--- src/rtl/maxpool2d_seq_ctrl_if.sv ---
// ---------------------------------------------------------------------------
// maxpool2d_seq_ctrl_if
// Bundles the control handshake and both RAM buses of the max-pool sequencer.
//
// Signals
//   start    control -> seq   start request (sampled only while idle)
//   busy     seq -> control   pass in progress
//   done     seq -> control   one-cycle end-of-pass pulse
//   rd_en    seq -> in RAM    read strobe
//   rd_addr  seq -> in RAM    read address
//   rd_data  in RAM -> seq    read data, one cycle after rd_en
//   wr_en    seq -> out RAM   write strobe
//   wr_addr  seq -> out RAM   write address
//   wr_data  seq -> out RAM   pooled maximum
//
// Modports
//   master   the sequencer (it masters both RAM buses)
//   slave    the surrounding system: controller plus RAMs
// ---------------------------------------------------------------------------
interface maxpool2d_seq_ctrl_if #(
    parameter int DATA_WIDTH = 8,
    parameter int ADDR_WIDTH = 8
);
    logic                  start;
    logic                  busy;
    logic                  done;
    logic                  rd_en;
    logic [ADDR_WIDTH-1:0] rd_addr;
    logic [DATA_WIDTH-1:0] rd_data;
    logic                  wr_en;
    logic [ADDR_WIDTH-1:0] wr_addr;
    logic [DATA_WIDTH-1:0] wr_data;

    modport master (
        input  start,
        input  rd_data,
        output busy,
        output done,
        output rd_en,
        output rd_addr,
        output wr_en,
        output wr_addr,
        output wr_data
    );

    modport slave (
        output start,
        output rd_data,
        input  busy,
        input  done,
        input  rd_en,
        input  rd_addr,
        input  wr_en,
        input  wr_addr,
        input  wr_data
    );
endinterface

--- src/rtl/maxpool2d_seq_ctrl.sv ---
// ---------------------------------------------------------------------------
// maxpool2d_seq_ctrl
// Sequencer for 2D max pooling over a channel-major feature-map RAM. A start
// pulse launches one pass: every input pixel is read once, window by window
// (order c, oy, ox, ky, kx), each POOLxPOOL window is folded into a running
// unsigned max, and one pooled word per window is written to the output RAM.
// done pulses for one cycle once the last write has gone out.
//
// Ports
//   clk     rising-edge clock
//   rst_n   synchronous, active-low reset (aborts a pass in progress)
//   bus     maxpool2d_seq_ctrl_if.master: start/busy/done handshake,
//           input RAM read bus and output RAM write bus
// ---------------------------------------------------------------------------
module maxpool2d_seq_ctrl #(
    parameter int DATA_WIDTH = 8,
    parameter int IN_W       = 4,
    parameter int IN_H       = 4,
    parameter int CHANNELS   = 2,
    parameter int POOL       = 2,
    parameter int ADDR_WIDTH = 8
) (
    input  logic                  clk,
    input  logic                  rst_n,
    maxpool2d_seq_ctrl_if.master  bus
);

    localparam logic [ADDR_WIDTH-1:0] L_POOL  = ADDR_WIDTH'(POOL);
    localparam logic [ADDR_WIDTH-1:0] L_INW   = ADDR_WIDTH'(IN_W);
    localparam logic [ADDR_WIDTH-1:0] L_PLANE = ADDR_WIDTH'(IN_W * IN_H);
    localparam logic [ADDR_WIDTH-1:0] L_KMAX  = ADDR_WIDTH'(POOL - 1);
    localparam logic [ADDR_WIDTH-1:0] L_OXMAX = ADDR_WIDTH'(IN_W / POOL - 1);
    localparam logic [ADDR_WIDTH-1:0] L_OYMAX = ADDR_WIDTH'(IN_H / POOL - 1);
    localparam logic [ADDR_WIDTH-1:0] L_CMAX  = ADDR_WIDTH'(CHANNELS - 1);

    typedef enum logic [1:0] {
        S_IDLE,
        S_RUN,
        S_DRAIN
    } state_t;

    state_t                r_state;
    state_t                w_stateNext;
    logic                  r_drainCnt;

    logic [ADDR_WIDTH-1:0] r_kx, r_ky, r_ox, r_oy, r_c;
    logic [ADDR_WIDTH-1:0] w_rdAddr;
    logic                  w_rdEn;
    logic                  w_busy;
    logic                  w_accept;
    logic                  w_doneNext;
    logic                  w_firstOfWin;
    logic                  w_lastOfWin;
    logic                  w_lastRead;

    logic                  r_tagValid;
    logic                  r_tagFirst;
    logic                  r_tagLast;
    logic [DATA_WIDTH-1:0] r_max;
    logic [DATA_WIDTH-1:0] w_newMax;

    logic                  r_wrEn;
    logic [ADDR_WIDTH-1:0] r_wrAddr;
    logic [ADDR_WIDTH-1:0] r_wrCnt;
    logic [DATA_WIDTH-1:0] r_wrData;
    logic                  r_done;

    // Window position flags for the read being issued this cycle.
    assign w_firstOfWin = (r_kx == '0) && (r_ky == '0);
    assign w_lastOfWin  = (r_kx == L_KMAX) && (r_ky == L_KMAX);
    assign w_lastRead   = w_lastOfWin && (r_ox == L_OXMAX) && (r_oy == L_OYMAX)
                          && (r_c == L_CMAX);
    assign w_rdAddr     = r_c * L_PLANE + (r_oy * L_POOL + r_ky) * L_INW
                          + r_ox * L_POOL + r_kx;

    // State register; the drain counter gives DRAIN its fixed two-cycle length.
    always_ff @(posedge clk) begin
        if (!rst_n) begin
            r_state    <= S_IDLE;
            r_drainCnt <= 1'b0;
        end else begin
            r_state    <= w_stateNext;
            r_drainCnt <= (r_state == S_DRAIN) && !r_drainCnt;
        end
    end

    // Next-state and per-state outputs. The read strobe is decoded straight
    // from RUN so reads start the cycle after start is accepted.
    always_comb begin
        w_stateNext = r_state;
        w_rdEn      = 1'b0;
        w_busy      = 1'b0;
        w_accept    = 1'b0;
        w_doneNext  = 1'b0;
        case (r_state)
            S_IDLE: begin
                if (bus.start) begin
                    w_accept    = 1'b1;
                    w_stateNext = S_RUN;
                end
            end
            S_RUN: begin
                w_rdEn = 1'b1;
                w_busy = 1'b1;
                if (w_lastRead) begin
                    w_stateNext = S_DRAIN;
                end
            end
            S_DRAIN: begin
                w_busy = 1'b1;
                if (r_drainCnt) begin
                    w_stateNext = S_IDLE;
                    w_doneNext  = 1'b1;
                end
            end
            default: begin
                w_stateNext = S_IDLE;
            end
        endcase
    end

    // Nested read counters, innermost kx. After the last read every counter
    // wraps to zero, so the next pass starts from address 0 without help.
    always_ff @(posedge clk) begin
        if (!rst_n || w_accept) begin
            r_kx <= '0;
            r_ky <= '0;
            r_ox <= '0;
            r_oy <= '0;
            r_c  <= '0;
        end else if (w_rdEn) begin
            if (r_kx != L_KMAX) begin
                r_kx <= r_kx + 1'b1;
            end else begin
                r_kx <= '0;
                if (r_ky != L_KMAX) begin
                    r_ky <= r_ky + 1'b1;
                end else begin
                    r_ky <= '0;
                    if (r_ox != L_OXMAX) begin
                        r_ox <= r_ox + 1'b1;
                    end else begin
                        r_ox <= '0;
                        if (r_oy != L_OYMAX) begin
                            r_oy <= r_oy + 1'b1;
                        end else begin
                            r_oy <= '0;
                            r_c  <= (r_c != L_CMAX) ? r_c + 1'b1 : '0;
                        end
                    end
                end
            end
        end
    end

    // The first element of a window replaces the running max outright, so
    // nothing carries over between windows or passes.
    assign w_newMax = r_tagFirst ? bus.rd_data
                    : ((bus.rd_data > r_max) ? bus.rd_data : r_max);

    // Tags ride one cycle behind the read so they meet rd_data. When the last
    // element of a window folds in, the result goes straight to the write
    // registers; wr_addr/wr_data otherwise hold.
    always_ff @(posedge clk) begin
        if (!rst_n) begin
            r_tagValid <= 1'b0;
            r_tagFirst <= 1'b0;
            r_tagLast  <= 1'b0;
            r_max      <= '0;
            r_wrEn     <= 1'b0;
            r_wrAddr   <= '0;
            r_wrCnt    <= '0;
            r_wrData   <= '0;
            r_done     <= 1'b0;
        end else begin
            r_tagValid <= w_rdEn;
            r_tagFirst <= w_rdEn && w_firstOfWin;
            r_tagLast  <= w_rdEn && w_lastOfWin;
            r_wrEn     <= 1'b0;
            r_done     <= w_doneNext;
            if (w_accept) begin
                r_wrCnt <= '0;
            end else if (r_tagValid && r_tagLast) begin
                r_wrCnt <= r_wrCnt + 1'b1;
            end
            if (r_tagValid) begin
                r_max <= w_newMax;
                if (r_tagLast) begin
                    r_wrEn   <= 1'b1;
                    r_wrData <= w_newMax;
                    r_wrAddr <= r_wrCnt;
                end
            end
        end
    end

    assign bus.busy    = w_busy;
    assign bus.done    = r_done;
    assign bus.rd_en   = w_rdEn;
    assign bus.rd_addr = w_rdAddr;
    assign bus.wr_en   = r_wrEn;
    assign bus.wr_addr = r_wrAddr;
    assign bus.wr_data = r_wrData;

endmodule

--- src/flat_wrapper.sv ---
// flat-port wrapper written by rule: the top's interface ports become plain ports
module maxpool2d_seq_ctrl_flat 
#(
    parameter int DATA_WIDTH = 8,
    parameter int IN_W       = 4,
    parameter int IN_H       = 4,
    parameter int CHANNELS   = 2,
    parameter int POOL       = 2,
    parameter int ADDR_WIDTH = 8
)
  (clk, rst_n, bus_start, bus_rd_data, bus_busy, bus_done, bus_rd_en, bus_rd_addr, bus_wr_en, bus_wr_addr, bus_wr_data);
  maxpool2d_seq_ctrl_if #(.DATA_WIDTH(DATA_WIDTH), .ADDR_WIDTH(ADDR_WIDTH)) bus_i ();
  input  logic clk;
  input  logic rst_n;
  input wire logic [$bits(bus_i.start)-1:0] bus_start;
  input wire logic [$bits(bus_i.rd_data)-1:0] bus_rd_data;
  output wire logic [$bits(bus_i.busy)-1:0] bus_busy;
  output wire logic [$bits(bus_i.done)-1:0] bus_done;
  output wire logic [$bits(bus_i.rd_en)-1:0] bus_rd_en;
  output wire logic [$bits(bus_i.rd_addr)-1:0] bus_rd_addr;
  output wire logic [$bits(bus_i.wr_en)-1:0] bus_wr_en;
  output wire logic [$bits(bus_i.wr_addr)-1:0] bus_wr_addr;
  output wire logic [$bits(bus_i.wr_data)-1:0] bus_wr_data;
  assign bus_i.start = bus_start;
  assign bus_i.rd_data = bus_rd_data;
  assign bus_busy = bus_i.busy;
  assign bus_done = bus_i.done;
  assign bus_rd_en = bus_i.rd_en;
  assign bus_rd_addr = bus_i.rd_addr;
  assign bus_wr_en = bus_i.wr_en;
  assign bus_wr_addr = bus_i.wr_addr;
  assign bus_wr_data = bus_i.wr_data;
  maxpool2d_seq_ctrl #(.DATA_WIDTH(DATA_WIDTH), .IN_W(IN_W), .IN_H(IN_H), .CHANNELS(CHANNELS), .POOL(POOL), .ADDR_WIDTH(ADDR_WIDTH)) u_core (.clk(clk), .rst_n(rst_n), .bus(bus_i));
endmodule
--- config.mk ---
export PLATFORM = sky130hd
export DESIGN_NAME = maxpool2d_seq_ctrl_flat
export DESIGN_NICKNAME = d
export VERILOG_FILES = /design/src/rtl/maxpool2d_seq_ctrl_if.sv /design/src/rtl/maxpool2d_seq_ctrl.sv /design/src/flat_wrapper.sv
export SDC_FILE = /design/constraint.sdc
export NUM_CORES = 1
export LEC_CHECK = 0
export CAP_MARGIN = 25
export CORE_MARGIN = 10
export CORE_UTILIZATION = 50
export CTS_CLUSTER_DIAMETER = 200
export DETAILED_ROUTE_END_ITERATION = 8
export PLACE_DENSITY = 0.78
export SLEW_MARGIN = 20
export SYNTH_ARGS = -nofsm -noshare
export SYNTH_HDL_FRONTEND = slang
export SYNTH_SLANG_ARGS = --single-unit
export TNS_END_PERCENT = 50
--- constraint.sdc ---
create_clock -name clk -period 11.33 [get_ports clk]
set_clock_uncertainty 0.2 [all_clocks]
set_input_delay 1.133 -clock clk [delete_from_list [all_inputs] [get_ports clk]]
set_output_delay 1.133 -clock clk [all_outputs]
set_load 0.01 [all_outputs]
### After elaboration in Yosys (flattened, before gate mapping)

Cells that the tools add are included.

| operators by class | value |
|---|---|
| order comparisons | 1 |
| div/mod/pow operators | 0 |
| reductions and logical operators | 25 |
| multiplexer cells | 17 |
| bitwise operators | 5 |
| add/sub/neg operators | 10 |
| multipliers | 0 |
| equality and inequality tests | 15 |
| shift operators | 0 |

Operator list:

| kind | number |
|---|---|
| $mux 8 | 7 |
| $add 8x1->8 const B | 6 |
| $eq 8x1->1 const B | 5 |
| $ne 8x1->1 const B | 5 |
| $add 8x8->8 | 3 |
| $logic_not 8->1 | 2 |
| $logic_and 1x1->1 | 9 |
| $gt 8x8->1 | 1 |
| $reduce_and 2->1 | 4 |
| $add 6x6->6 | 1 |
| $mux 1 | 6 |
| $mux 2 | 3 |
| $pmux 2 s3 | 1 |
| $reduce_and 3->1 | 2 |
| $not 1->1 | 5 |
| $reduce_and 5->1 | 1 |
| $ne 2x1->1 const B | 2 |
| $reduce_and 4->1 | 1 |
| $reduce_or 2->1 | 2 |
| $eq 2x1->1 const B | 1 |
| $eq 2x2->1 const B | 1 |
| $logic_not 1->1 | 2 |
| $logic_not 2->1 | 1 |
| $ne 2x2->1 const B | 1 |
| $logic_or 1x1->1 | 1 |

| word-level totals | value |
|---|---|
| latch bits | 0 |
| bits in registers | 80 |
| output and inout port bits | 28 |
| bits of input ports | 11 |
| memories | 0 |
| RAM bits | 0 |
| bits in read-only memories | 0 |

### Depth between registers and ports, before layout

Gate-level depths: netlist of the first run.

| logic depth | value |
|---|---|
| depth in word-level cells | 7 |
| depth in mapped cells | 13 |
| mapped depth without buffers | 13 |

### Worst setup path before layout of the first run

No wires, ideal clock.

| path | value |
|---|---|
| path kind | register to output |
| start point | reg u_core.r_oy[0] |
| end point | out bus_rd_addr[7] |
| arrival | 3.232 ns |
| data required time | 9.997 ns |
| stages on the path, launching flop included | 14 |
| path slack | 6.765 ns |
| path through | dfxtp_1 -> ha_1 -> inv_1 -> fa_1 -> inv_1 -> fa_1 -> fa_1 -> inv_1 -> fa_1 -> inv_1 -> a21o_1 -> a21oi_1 -> xor2_1 -> xnor2_1 |

| between the ends | value |
|---|---|
| longest elaborated chain between the ends | 4 |

RTL lines:

| element | RTL line | RTL |
|---|---|---|
| start: declaration | maxpool2d_seq_ctrl.sv:46 | `logic [ADDR_WIDTH-1:0] r_kx, r_ky, r_ox, r_oy, r_c;` |
| start signal: assignment | maxpool2d_seq_ctrl.sv:145 | `r_oy <= r_oy + 1'b1;` |
| $add 6x6->6 | maxpool2d_seq_ctrl.sv:73 | `assign w_rdAddr = r_c * L_PLANE + (r_oy * L_POOL + r_ky) * L_INW` |
| $add 8x8->8 | maxpool2d_seq_ctrl.sv:73 |  |
| $add 8x8->8 (2 in series) | maxpool2d_seq_ctrl.sv:74 | `+ r_ox * L_POOL + r_kx;` |
| end: declaration | flat_wrapper.sv:20 | `output wire logic [$bits(bus_i.rd_addr)-1:0] bus_rd_addr;` |

No other way between the ends.

### Worst setup path after layout of the first run

Same ends and word-level chain as after synthesis.

==> results of run 1 <==
sequential cells by signal, indices dropped and copies added (netlist names):
| signal | cells |
|---|---|
| u_core.r_tagLast | 1 |
| u_core.r_oy | 8 |
| u_core.bus.wr_data | 8 |
| u_core.r_max | 8 |
| u_core.r_kx | 8 |
| u_core.r_wrCnt | 8 |
| u_core.r_tagFirst | 1 |
| u_core.r_state | 2 |
| u_core.r_ky | 8 |
| u_core.r_c | 8 |
| u_core.r_tagValid | 1 |
| u_core.bus.done | 1 |
| u_core.bus.wr_addr | 8 |
| u_core.r_drainCnt | 1 |
| u_core.r_ox | 8 |
| u_core.bus.wr_en | 1 |
critical path, cell delays in order, from the launching register on:
cell             delay (ps)
dfxtp_1                 440
ha_1                    210
inv_1                    60
fa_1                    480
inv_1                    50
fa_1                    460
fa_1                    550
inv_1                    70
fa_1                    460
inv_1                    80
a21o_1                  110
a21oi_1                  70
xor2_1                  210
xnor2_1                 140
clkdlybuf4s50_1         560
synthesized netlist by cell type, types with 2 or more instances:
cell type  count  share of area
nand2_1       60          0.052
ha_1          36           0.10
a21boi_0       8          0.014
nor2_1        50          0.043
fa_1          10          0.046
nor4_1         2         0.0029
or3_1          9          0.013
and2_1         8          0.011
nor4b_1        2         0.0040
nor3_1         9          0.010
buf_2          3         0.0034
clkbuf_1      10         0.0086
mux2i_1       12          0.028
a211oi_1       2         0.0034
a21o_1         4         0.0069
o21ai_0       23          0.026
dfxtp_1       80           0.37
xnor2_1       24          0.048
nor2b_1        2         0.0029
nand3_1       17          0.020
a21oi_1       28          0.032
and3_1         7          0.010
nand4_1       19          0.027
xor2_1        20          0.040
inv_1         36          0.031
layout make-up:
| cell class | instances | area, um2 |
|---|---|---|
| Clock buffer | 9 | 124 |
| Clock inverter | 7 | 109 |
| Fill cell | 784 | 3530 |
| Inverter | 36 | 135 |
| Multi-Input combinational cell | 371 | 2560 |
| Sequential cell | 80 | 1600 |
| Tap cell | 108 | 135 |
| Timing Repair Buffer | 40 | 395 |
power groups by stage:
| stage | sequential (mW) | combinational, mW | clock [mW] |
|---|---|---|---|
| after floorplan | 0.294 | 0.0356 | 0 |
| after global placement | 0.294 | 0.0506 | 0 |
| after detailed placement | 0.295 | 0.0523 | 0 |
| after CTS | 0.288 | 0.0526 | 0.250 |
| after global routing | 0.289 | 0.0583 | 0.261 |
| final | 0.288 | 0.0524 | 0.245 |
logic make-up (layout without fill, tap and decap cells):
| kind of cell | Yosys count | in the layout | share of synthesized area |
|---|---|---|---|
| buffers and inverters | 51 | 92 | 0.0456 |
| adder cells (fa/ha/maj) | 46 | 46 | 0.149 |
| AND/OR/NAND/NOR | 198 | 198 | 0.227 |
| XOR/XNOR | 44 | 44 | 0.0883 |
| flip-flops | 80 | 80 | 0.367 |
| multiplexers | 12 | 12 | 0.0275 |
| AO/OA/AOI/OAI | 71 | 71 | 0.0949 |
layer usage:
metal / part of all wire / wire [um] / vias up / track usage
met2: 0.48 / 4620 / 100 / 0.257
met3: 0.060 / 579 / 16 / 0.0462
met1: 0.44 / 4270 / 1661 / 0.183
met5: 0 / 0 / - / 0
li1: - / - / 1774 / -
met4: 0.018 / 174 / 0 / 0.0440
worst max path at each step:
stage                                 from  cells past startpoint              to
2_1_floorplan  u_core.r_oy[0]$_SDFFE_PP0P_                     13  bus_rd_addr[7]
3_3_place_gp   u_core.r_oy[0]$_SDFFE_PP0P_                     14  bus_rd_addr[7]
3_5_place_dp   u_core.r_oy[0]$_SDFFE_PP0P_                     14  bus_rd_addr[7]
4_1_cts        u_core.r_oy[0]$_SDFFE_PP0P_                     14  bus_rd_addr[7]
5_1_grt        u_core.r_oy[0]$_SDFFE_PP0P_                     14  bus_rd_addr[7]
6_report       u_core.r_oy[0]$_SDFFE_PP0P_                     14  bus_rd_addr[7]
metrics by stage:
| step | hold WS (ps) | worst slack (ps) | instances | total power, mW | util |
|---|---|---|---|---|---|
| after floorplan | 204 | 6760 | 502 | 0.329 | - |
| after global placement | 220 | 6200 | 635 | 0.345 | 0.562 |
| after detailed placement | 221 | 6110 | 635 | 0.347 | 0.562 |
| after CTS | 248 | 5690 | 651 | 0.591 | 0.589 |
| after global routing | 282 | 5470 | 651 | 0.608 | 0.589 |
| final | 250 | 5700 | 651 | 0.585 | 0.589 |
==> results.cfg, run 1 <==
[run_status]
status = finished, final reports clean

[clock_tree]
ctsResizeCount = 0
cts_hold_buf = 0
cts.clk_slew.worst_paths_ps = 90
cts_made_buffers = 9
clock_sinks = 80
clkLatencyLatePin_ps = 360
clockRootBuffer = clkbuf_8
cts_setup_buffers = 0
cts_buffer_depth = 2
cts_tree = done
htree_levels = 3

[worst_setup_path]
end_kind = output pin
reg2reg_from = u_core.r_state[1]$_SDFFE_PN0P_
start_kind = flop
rr_worst_depth = 8
critPathRequiredTime_ps = 10000
crit_fanout = 6
timing.rr.end = u_core.r_oy[1]$_SDFFE_PP0P_
reg2reg_slack_ps = 8330
arrival_ps = 4300
worst-setup-path-type = reg -> out

[detailed_routing]
antenna_left = 0
vias_per_cell = 5.45
drt-pass1-iter-count = 4
post_drt_wl_per_cell_um = 14.8
vias = 3551
wl_mm = 9.65
drc = 0
drt_iter0_drc = 200

[floorplan]
core-area_mm2 = 0.00859
die-area_mm2 = 0.0129
rows = 34
initial_utilization = 0.508
die_h_um = 113
dieWidth_um = 113
ios = 39

[finish]
mostFrequentLayoutCell = dfxtp_1
final_area_mm2 = 0.00506
drive_gt1_frac = 0.0497
nNetsFinal = 595
antennaDiodeCount = 0
layout_common_cells = dfxtp_1, nand2_1, nor2_1
syn_to_final_growth_pct = 16.0

[power]
irDropWorstVdd_uv = 75.3
power.internal_uw = 435
swShare = 0.256
switchingPower_uw = 150
clkPwrFrac = 0.418
power_density_mw_per_mm2 = 116
power_leakage_nw = 1.96
pwr-share-comb = 0.090
pwr-share-seq = 0.492

[sta]
finalCritPeriodShare = 0.497
rsz0062_at_grt = no
tns_ps = 0
finalSetupViolCount = 0
worst_pin_slew_ps = 1020
period_needed_ps = 5630
fmax_mhz = 178
hold_violations = 0
slew_headroom = 0.314
slew_viol_final = 0

[grt]
antenna_found_initial = 0
grt-ovfl-total = 0
grt_pass1_vias = 3418
grt_pass1_wl_mm = 16.2
track_usage = 0.152
grt_start_max_net_pins = 41

[flow_run]
max-cap-violations = 0

[place]
placed_cell_area_mm2 = 0.00483
port_buffers = 38
gp_congestion = 0.909
place_hpwl_mm = 7.21

[synthesis]
synth_cell_types = 46
syn_area_mm2 = 0.00436
ys_warn_count = 0
yosysSeqAreaShare = 0.367
netlist_instances = 502
synth-edff-count = 0
avgSynthCellArea_um2 = 8.69
synthFlopType = dfxtp_1
syn-num-nets = 559
async_flop_share = 0
synth_seq_cells = 80

[worst_hold_path]
min_delay_path_depth = 1
holdPathEnd = u_core.r_drainCnt$_SDFF_PN0_
hp-start = u_core.r_drainCnt$_SDFF_PN0_
hp-class = reg -> reg
No activity file was read; power rests on OpenSTA's default activity.
==> run 2, diff against run 1 <==
PLACE_DENSITY = 0.81   (was 0.78)
clock period = 4.8 ns   (was 11.33 ns; I/O delays follow)
==> results.cfg, run 2 (synthesis gave the netlist of run 1 again) <==
[worst_hold_path]
hp-class = reg -> reg
hp-start = u_core.r_drainCnt$_SDFF_PN0_

[floorplan]
die_h_um = 113
ios = 39
die-area_mm2 = 0.0129
dieWidth_um = 113
core-area_mm2 = 0.00859
initial_utilization = 0.508
rows = 34

[clock_tree]
clkLatencyLatePin_ps = 350
clock_sinks = 80
ctsResizeCount = 2
cts_hold_buf = 0
cts.clk_slew.worst_paths_ps = 80
htree_levels = 3
cts_setup_buffers = 0
cts_made_buffers = 9
cts_buffer_depth = 2
clockRootBuffer = clkbuf_8
cts_tree = done

[worst_setup_path]
start_kind = flop
worst-setup-path-type = reg -> out
critPathRequiredTime_ps = 4120
end_kind = output pin
reg2reg_from = u_core.r_state[1]$_SDFFE_PN0P_
arrival_ps = 3910
crit_fanout = 4
startpoint = u_core.r_ky[1]$_SDFFE_PP0P_

[grt]
grt-ovfl-total = 0
grt_start_max_net_pins = 41
track_usage = 0.150
antenna_found_initial = 0
grt_pass1_vias = 3458
grt_pass1_wl_mm = 16.2

[detailed_routing]
vias_per_cell = 5.46
antenna_left = 0
vias = 3552
wl_mm = 9.44
post_drt_wl_per_cell_um = 14.5
drc = 0
drt-pass1-iter-count = 4
drt_iter0_drc = 225

[flow_run]
max-cap-violations = 0

[sta]
finalSetupViolCount = 0
fmax_mhz = 218
tns_ps = 0
rsz0062_at_grt = no
slew_viol_final = 0
worst_hold_slack_ps = 242
period_needed_ps = 4590
worst_pin_slew_ps = 953
hold_violations = 0
finalCritPeriodShare = 0.957
slew_headroom = 0.361

[run_status]
status = finished, final reports clean

[finish]
mostFrequentLayoutCell = dfxtp_1
antennaDiodeCount = 0
syn_to_final_growth_pct = 14.9
layout_common_cells = dfxtp_1, nand2_1, nor2_1
drive_gt1_frac = 0.0534
nNetsFinal = 595

[power]
power_leakage_nw = 1.93
power_density_mw_per_mm2 = 254
irDropWorstVdd_uv = 151

[place]
gp_congestion = 0.880
place_hpwl_mm = 7.26
port_buffers = 38
[run 2: changes by cell type in the layout (fill, tap and decap cells not counted), sizes merged]
cell | before | now
clkinvlp | 0 | 2
clkinv | 1 | 2
clkbuf | 9 | 11
clkdlybuf4s50 | 38 | 37
inv | 40 | 38
bufinv | 2 | 0
[run 2: metal layers]
metal / vias up / GRT usage / routed length (um)
met1: 1640 / 0.177 / 4160
met5: - / 0 / 0
met3: 25 / 0.0352 / 627
li1: 1774 / - / -
met4: 0 / 0.0651 / 242
met2: 113 / 0.253 / 4420
[run 2: per-stage QoR]
step	total power, mW	cell area [um2]	worst slack [ps]	cells	util
2_1_floorplan	0.777	4360	888	502	-
3_3_place_gp	0.814	4830	325	635	0.562
3_5_place_dp	0.820	4830	226	635	0.562
4_1_cts	1.28	5020	158	651	0.584
5_1_grt	1.32	5010	40.8	651	0.583
6_report	1.27	5010	208	651	0.583
[run 2: worst max-delay path: stages (launching register included)]
cell and delay (ps):
dfxtp_1 390, ha_1 210, inv_1 60, fa_1 490
inv_1 50, fa_1 460, fa_1 500, ha_1 310
a21o_1 180, a21oi_1 190, xnor2_1 150, clkdlybuf4s50_1 570
[run 2: layout make-up]
type / count / area (um2)
flip-flops and latches: 80 / 1600
clock buffers: 10 / 138
fillers: 718 / 3580
inverters: 36 / 135
repair buffers: 40 / 390
clock inverters: 6 / 50.0
well taps: 108 / 135
multi-input cells: 371 / 2560
[run 2: report_power, final]
group	leakage (nW)	internal [mW]	switching [mW]
Combinational	1.19	0.0510	0.0729
Clock	0.0895	0.207	0.261
Sequential	0.646	0.672	0.00816
Total	1.93	0.930	0.342
[run 2: worst paths after layout]
| path | end | slack, ps | cells past startpoint |
|---|---|---|---|
| worst max-delay path | bus_rd_addr[6] | 210 | 11 |
| worst min-delay path | u_core.r_drainCnt$_SDFF_PN0_ | 240 | 1 |
| worst max register to register | u_core.r_oy[1]$_SDFFE_PP0P_ | 1710 | 8 |
| worst min register to register | u_core.r_drainCnt$_SDFF_PN0_ | 240 | 1 |
